**src/rtl/mean_square_pkg.sv**
```systemverilog
// Shared sizing helpers and the unsigned-square function for the mean-square accumulator.
package mean_square_pkg;

  function automatic int acc_width(input int data_width, input int log2_n);
    return data_width + log2_n;
  endfunction

  function automatic int win_len(input int log2_n);
    return 1 << log2_n;
  endfunction

  // Callers sign-extend their sample to 32 bits; the square of any such value is non-negative.
  function automatic logic [63:0] sq_u(input logic signed [31:0] x);
    logic signed [63:0] xe;
    xe = 64'(x);
    return xe * xe;
  endfunction

endpackage

```
**src/rtl/signed_square_reg.sv**
```systemverilog
// Stage 1: registered square of a signed sample, with its valid bit.
module signed_square_reg
  import mean_square_pkg::*;
#(
  parameter int SAMPLE_WIDTH = 4,
  parameter int DATA_WIDTH   = 2 * SAMPLE_WIDTH
) (
  input  logic                           clk,
  input  logic                           rst,
  input  logic                           flush,
  input  logic                           vld_i,
  input  logic signed [SAMPLE_WIDTH-1:0] data_i,
  output logic                           sq_vld,
  output logic        [DATA_WIDTH-1:0]   sq
);

  // A new sample always overwrites the register, so flush only matters when no sample arrives.
  always_ff @(posedge clk) begin
    if (rst) begin
      sq_vld <= 1'b0;
      sq     <= '0;
    end else if (vld_i) begin
      sq_vld <= 1'b1;
      sq     <= DATA_WIDTH'(sq_u(32'(data_i)));
    end else begin
      sq_vld <= 1'b0;
      if (flush) sq <= '0;
    end
  end

endmodule

```
**src/rtl/mean_square_acc.sv**
```systemverilog
// Windowed mean-square accumulator: squares signed samples, sums 2^LOG2_N of them and
// emits sum >> LOG2_N as a one-cycle pulse. Feeds the square-root stage with no backpressure.
module mean_square_acc
  import mean_square_pkg::*;
#(
  parameter int SAMPLE_WIDTH = 4,
  parameter int LOG2_N       = 2,
  parameter int DATA_WIDTH   = 2 * SAMPLE_WIDTH
) (
  input  logic                           clk,
  input  logic                           rst,
  input  logic                           vld_i,
  input  logic signed [SAMPLE_WIDTH-1:0] data_i,
  input  logic                           clr_i,
  output logic                           vld_o,
  output logic        [DATA_WIDTH-1:0]   data_o,
  output logic        [LOG2_N-1:0]       win_idx_o
);

  localparam int ACC_W = acc_width(DATA_WIDTH, LOG2_N);
  localparam int N     = win_len(LOG2_N);

  logic                  sq_vld;
  logic [DATA_WIDTH-1:0] sq;
  logic [ACC_W-1:0]      acc;
  logic [ACC_W-1:0]      acc_sum;
  logic [LOG2_N-1:0]     count;
  logic                  last_sq;

  signed_square_reg #(
    .SAMPLE_WIDTH(SAMPLE_WIDTH),
    .DATA_WIDTH  (DATA_WIDTH)
  ) u_sq (
    .clk   (clk),
    .rst   (rst),
    .flush (clr_i),
    .vld_i (vld_i),
    .data_i(data_i),
    .sq_vld(sq_vld),
    .sq    (sq)
  );

  assign acc_sum = acc + ACC_W'(sq);
  assign last_sq = (count == LOG2_N'(N - 1));

  // Input-side sample index; a sample arriving with clr_i becomes sample 0 of the new window.
  always_ff @(posedge clk) begin
    if (rst) begin
      win_idx_o <= '0;
    end else if (clr_i) begin
      win_idx_o <= LOG2_N'(vld_i);
    end else if (vld_i) begin
      win_idx_o <= win_idx_o + LOG2_N'(1);
    end
  end

  always_ff @(posedge clk) begin
    if (rst) begin
      acc    <= '0;
      count  <= '0;
      vld_o  <= 1'b0;
      data_o <= '0;
    end else begin
      vld_o <= 1'b0;
      if (clr_i) begin
        acc   <= '0;
        count <= '0;
      end else if (sq_vld) begin
        if (last_sq) begin
          data_o <= DATA_WIDTH'(acc_sum >> LOG2_N);
          vld_o  <= 1'b1;
          acc    <= '0;
          count  <= '0;
        end else begin
          acc   <= acc_sum;
          count <= count + LOG2_N'(1);
        end
      end
    end
  end

endmodule

```
**config.mk**
```make
export PLATFORM = sky130hd
export DESIGN_NAME = mean_square_acc
export DESIGN_NICKNAME = d
export VERILOG_FILES = /design/src/rtl/mean_square_pkg.sv /design/src/rtl/signed_square_reg.sv /design/src/rtl/mean_square_acc.sv
export SDC_FILE = /design/constraint.sdc
export NUM_CORES = 1
export LEC_CHECK = 0
export BUFFER_PORTS_ARGS = -buffer_cell sky130_fd_sc_hd__buf_4
export CORE_ASPECT_RATIO = 1.1
export CORE_MARGIN = 8
export CORE_UTILIZATION = 53
export DETAILED_ROUTE_END_ITERATION = 8
export PLACE_DENSITY = 0.88
export RECOVER_POWER = 50
export SLEW_MARGIN = 20
export SYNTH_ARGS = -nofsm -noshare
export SYNTH_HDL_FRONTEND = slang
export SYNTH_SLANG_ARGS = --single-unit
```
**constraint.sdc**
```tcl
create_clock -name clk -period 3.25 [get_ports clk]
set_input_delay 0.4875 -clock clk [delete_from_list [all_inputs] [get_ports clk]]
set_output_delay 0.4875 -clock clk [all_outputs]
set_load 0.01 [all_outputs]
```
Word-level counts from Yosys, hierarchy flattened. Cells that the tools add are included.

Add/sub/neg operators: 3. $mul: 1. Divide/modulo/power cells: 0. Magnitude comparators: 0. Equality and inequality tests: 1. Shifts and indexed selects: 0. Mux-type cells: 8. Bitwise logic cells: 2. Reductions and logical operators: 4.

Operator list (count): $mux W8 (2); $add A10 B8 Y10 (1); $mux W10 (1); $mul A4 B4 Y8 (1); $add A2 B1 Y2 const B (2); $mux W1 (4); $reduce_and A3 Y1 (1); $reduce_or A3 Y1 (1); $eq A2 B2 Y1 const B (1); $mux W2 (1); $not A1 Y1 (2); $reduce_bool A2 Y1 (1); $reduce_or A2 Y1 (1).

Register bits after elaboration: 32. Latch bits: 0. RAM bits: 0. Memory bits (read-only): 0. Logic and storage cells: 27. Memories kept: 0.

Longest topological paths before layout.
Depth after elaboration: 3. Mapped depth: 11.

Modules after synthesis. Synthesis repeated with hierarchy kept, for this count alone.

Cells, all modules: 227. Area, all modules: 2037.0 µm².

Modules (own cells, without submodules): mean_square_acc (times used 1, cells an instance 149, area an instance 1291.2 µm², sequential area each 460.4 µm²); signed_square_reg (times used 1, cells an instance 78, area an instance 745.7 µm², sequential area each 160.2 µm²).

Least setup slack after synthesis. Ideal clock, no wire load.

Path kind: input port to flip-flop. Start point: input port data_i[3]. End point: register u_sq.sq[7]. Data arrival time: 3.108 ns. Required time: 3.158 ns. Slack: 0.050 ns. Cell stages on the path: 10. Buffers on the path: 0. Cells stage by stage: or2b_1 > fa_1 > inv_1 > fa_1 > ha_1 > fa_1 > a21o_1 > a21oi_1 > nor3b_1 > nor4_1.

Cells in the longest elaborated chain, start to end: 2.

RTL lines: start: declaration (RTL line mean_square_acc.sv:13) `input logic signed [SAMPLE_WIDTH-1:0] data_i,`; $mul A4 B4 Y8 (RTL line mean_square_pkg.sv:16) `return xe * xe;`; $mux W8 (RTL line signed_square_reg.sv:22) `end else if (vld_i) begin`; end signal: assignment (RTL line signed_square_reg.sv:24) `sq <= DATA_WIDTH'(sq_u(32'(data_i)));`; end: declaration (RTL line signed_square_reg.sv:14) `output logic [DATA_WIDTH-1:0] sq`.

No other way between the ends. A chain may end at the register's enable or synchronous reset.

Worst setup path after layout.
Start point: input port data_i[1]. End point: register u_sq.sq[7].

The elaborated chain is that of the path after synthesis.

==> flow_metrics.env <==
export IMPL_required_ps=3500
export IMPL_grt_overflow_total=0
export IMPL_synth_cell_types=41
export IMPL_area_growth_pct=13.7
export IMPL_n_antenna_cell=0
export IMPL_ir_worst_vdd_mv=0.205
export IMPL_slew_viol_final=0
export IMPL_cap_violations=0
export IMPL_synth_edf_count=0
export IMPL_whs_ps=458
export IMPL_stdcell_count=287
export IMPL_async_flop_share_pct=0
export IMPL_netlist_area_sq_um=1880
export IMPL_ys_seq_area_share_pct=33.1
export IMPL_cts_made_buffers=5
export IMPL_finalCriticalPeriod_ps=3060
export IMPL_cp_max_fo=2
export IMPL_place_ws_ps=-152
export IMPL_io_pins=19
export IMPL_yosys_cell_count_top_type="dfxtp_1"
export IMPL_nets=270
export IMPL_firstDrtPassIters=4
export IMPL_die_h_um=78.4
export IMPL_core_area_sq_um=3360
export IMPL_synth_nets=244
export IMPL_drt_iter0_drc=84
export IMPL_first_global_vias=1629
export IMPL_viasPerCell=5.52
export IMPL_dp_cells=279
export IMPL_ctsRootBufferMaster="clkbuf_4"
export IMPL_r2r_cells=6
export IMPL_cp_startpoint="data_i[1]"
export IMPL_critical_path_cell_chain="buf_4 -> or2b_1 -> fa_1 -> inv_1 -> fa_1 -> ha_1 -> fa_1 -> a21o_1 -> a21oi_1 -> nor3b_1 -> nor4_1"
export IMPL_crit_buf_inv=2
export IMPL_grt_first_pass_wirelength_um=6890
export IMPL_layout_setup_ws_ps=193
export IMPL_setup_viol=0
export IMPL_clock_skew_ps=6.05
export IMPL_cts_setup_buffers=0
export IMPL_period_share_pct=94.1
export IMPL_syn_inst=212
export IMPL_r2r_start="u_sq.sq[2]$_SDFFE_PP0P_"
export IMPL_hold_buffers=0
export IMPL_antenna_found_initial=0
export IMPL_ys_ff_latch=31
export IMPL_path_clk_slew_ps=100
export IMPL_post_route_drc_count=0
export IMPL_yosys_most_used_dff="dfxtp_1"
export IMPL_initial_core_util_pct=55.9
export IMPL_synth_common_cells="dfxtp_1, nor2_1, ha_1"
export IMPL_cts_tree="yes"
export IMPL_synth_area_leader_cell="dfxtp_1"
export IMPL_cp_end_kind="register"
export IMPL_yosysTopAreaCellShare_pct=33.1
export IMPL_clk_latency_ps=330
export IMPL_cp_arrival_ps=3300
export IMPL_grt_use_total_pct=15.0
export IMPL_status="finished clean"
export IMPL_hold_path_class="reg -> reg"
export IMPL_maxSlewHeadroom_pct=33.2
export IMPL_cts_htree_levels=2
export IMPL_path_delay_family="adder cells"
export IMPL_p_leak_uw=0.000916
export IMPL_drive_above_1_share_pct=10.9
export IMPL_port_buffers=18
export IMPL_clock_sinks=31
export IMPL_clockBufferDepth=2
export IMPL_hold_viol_final=0
export IMPL_cts_resized=0
export IMPL_wl_per_cell_um=13.9
export IMPL_max_stage_delay_ps=480
export IMPL_rows=22
export IMPL_wl_um=4000
export IMPL_grt_max_degree=26
export IMPL_r2r_end="data_o[7]$_SDFFE_PP0P_"
export IMPL_yosys_warnings=0
export IMPL_die_area_sq_um=5700
export IMPL_worst_pin_slew_ps=1000
export IMPL_cp_endpoint="u_sq.sq[7]$_SDFFE_PP0P_"
export IMPL_synth_area_leaders="dfxtp_1, ha_1, fa_1"
export IMPL_cp_start_kind="input pin"
export IMPL_clock_fmax_mhz=327
export IMPL_vias=1583
export IMPL_powerDensity_nw_per_um2=403
export IMPL_final_util_pct=63.6
export IMPL_rsz0062_at_grt="false"
export IMPL_r2r_slack_ps=1340
export IMPL_cpMostUsedCell="fa_1"
export IMPL_die_w_um=72.7
export IMPL_dp_hpwl_um=3030
export IMPL_num_fill_cells=313
export IMPL_crit_slowest_cell="fa_1"
export IMPL_drtAntennaViolNets=0
export IMPL_routabilityCongestion=0.876
export IMPL_cp_depth=11
export IMPL_avgSynthCellArea_sq_um=8.85
export IMPL_critical_path_class="in -> reg"
stage by stage:
| step | total power [uW] | cell area [sq um] | setup TNS (ps) |
|---|---|---|---|
| after floorplan | 549 | 1880 | 0 |
| after global placement | 594 | 2100 | -80.9 |
| after detailed placement | 602 | 2100 | -152 |
| after CTS | 864 | 2180 | 0 |
| after global routing | 908 | 2130 | 0 |
| final | 859 | 2130 | 0 |
cells by family (layout without fill, tap and decap cells):
group | count (synthesis) | in the layout | share of synthesized area (%)
and+or+nand+nor | 78 | 78 | 21.5
AOI/OAI and AO/OA | 44 | 44 | 16.1
DFF | 31 | 31 | 33.1
adders and majority gates | 24 | 24 | 18.4
buffers and inverters | 21 | 48 | 4.33
xor gates and xnor gates | 13 | 13 | 6.07
muxes | 1 | 1 | 0.533
where the power goes:
| part | internal (uW) | total, uW | switching [uW] |
|---|---|---|---|
| clock | 126 | 265 | 139 |
| combinational | 88.3 | 191 | 103 |
| sequential | 394 | 403 | 9.52 |
tightest hold or removal path: stages (launching register included):
cell and delay (ps):
dfxtp_1 320, nand2_1 50, a21oi_1 50
how the worst min path moves through the flow:
stage                                 from                       to  slack (ps)  depth (start not counted)
floorplan              acc[7]$_SDFFE_PP0P_      acc[7]$_SDFFE_PP0P_         460                          2
global placement    data_o[2]$_SDFFE_PP0P_   data_o[2]$_SDFFE_PP0P_         440                          2
detailed placement  data_o[2]$_SDFFE_PP0P_   data_o[2]$_SDFFE_PP0P_         450                          2
CTS                              data_i[0]  u_sq.sq[0]$_SDFFE_PP0P_         440                          3
global route                     data_i[0]  u_sq.sq[2]$_SDFFE_PP0P_         450                          3
finish              data_o[2]$_SDFFE_PP0P_   data_o[2]$_SDFFE_PP0P_         460                          2
state kept, by name (all words and copies together) (netlist names):
signal and count:
count 2, vld_o 1, u_sq.sq_vld 1, u_sq.sq 7, acc 10, win_idx_o 2, data_o 8
per-layer routing:
layer / part of all wire (%) / global-route usage (%)
met4: 1.9 / 7.41
met5: 0 / 0
met3: 5.0 / 5.59
met1: 43 / 15.1
met2: 50 / 26.4
cell usage in the layout, fill, tap and decap left out, drive strengths merged, types with 3 or more instances in the layout:
master / instances
a211oi: 3
a21o: 5
a21oi: 14
a22oi: 5
a31oi: 4
and2: 4
buf: 15
clkbuf: 18
dfxtp: 31
fa: 6
ha: 18
inv: 14
nand2: 17
nand3: 5
nand3b: 5
nor2: 24
nor2b: 3
nor3b: 7
xnor2: 9
xor2: 4
area by class of cell:
type,count,area (sq um),share of cell area [%]
Tap cell,48,60.1,2.81
Clock buffer,7,65.1,3.05
Sequential cell,31,621,29.1
Timing Repair Buffer,26,154,7.21
Multi-Input combinational cell,160,1170,55.0
Clock inverter,1,7.51,0.352
Inverter,14,52.6,2.46
No activity file was read; power rests on OpenSTA's default activity.
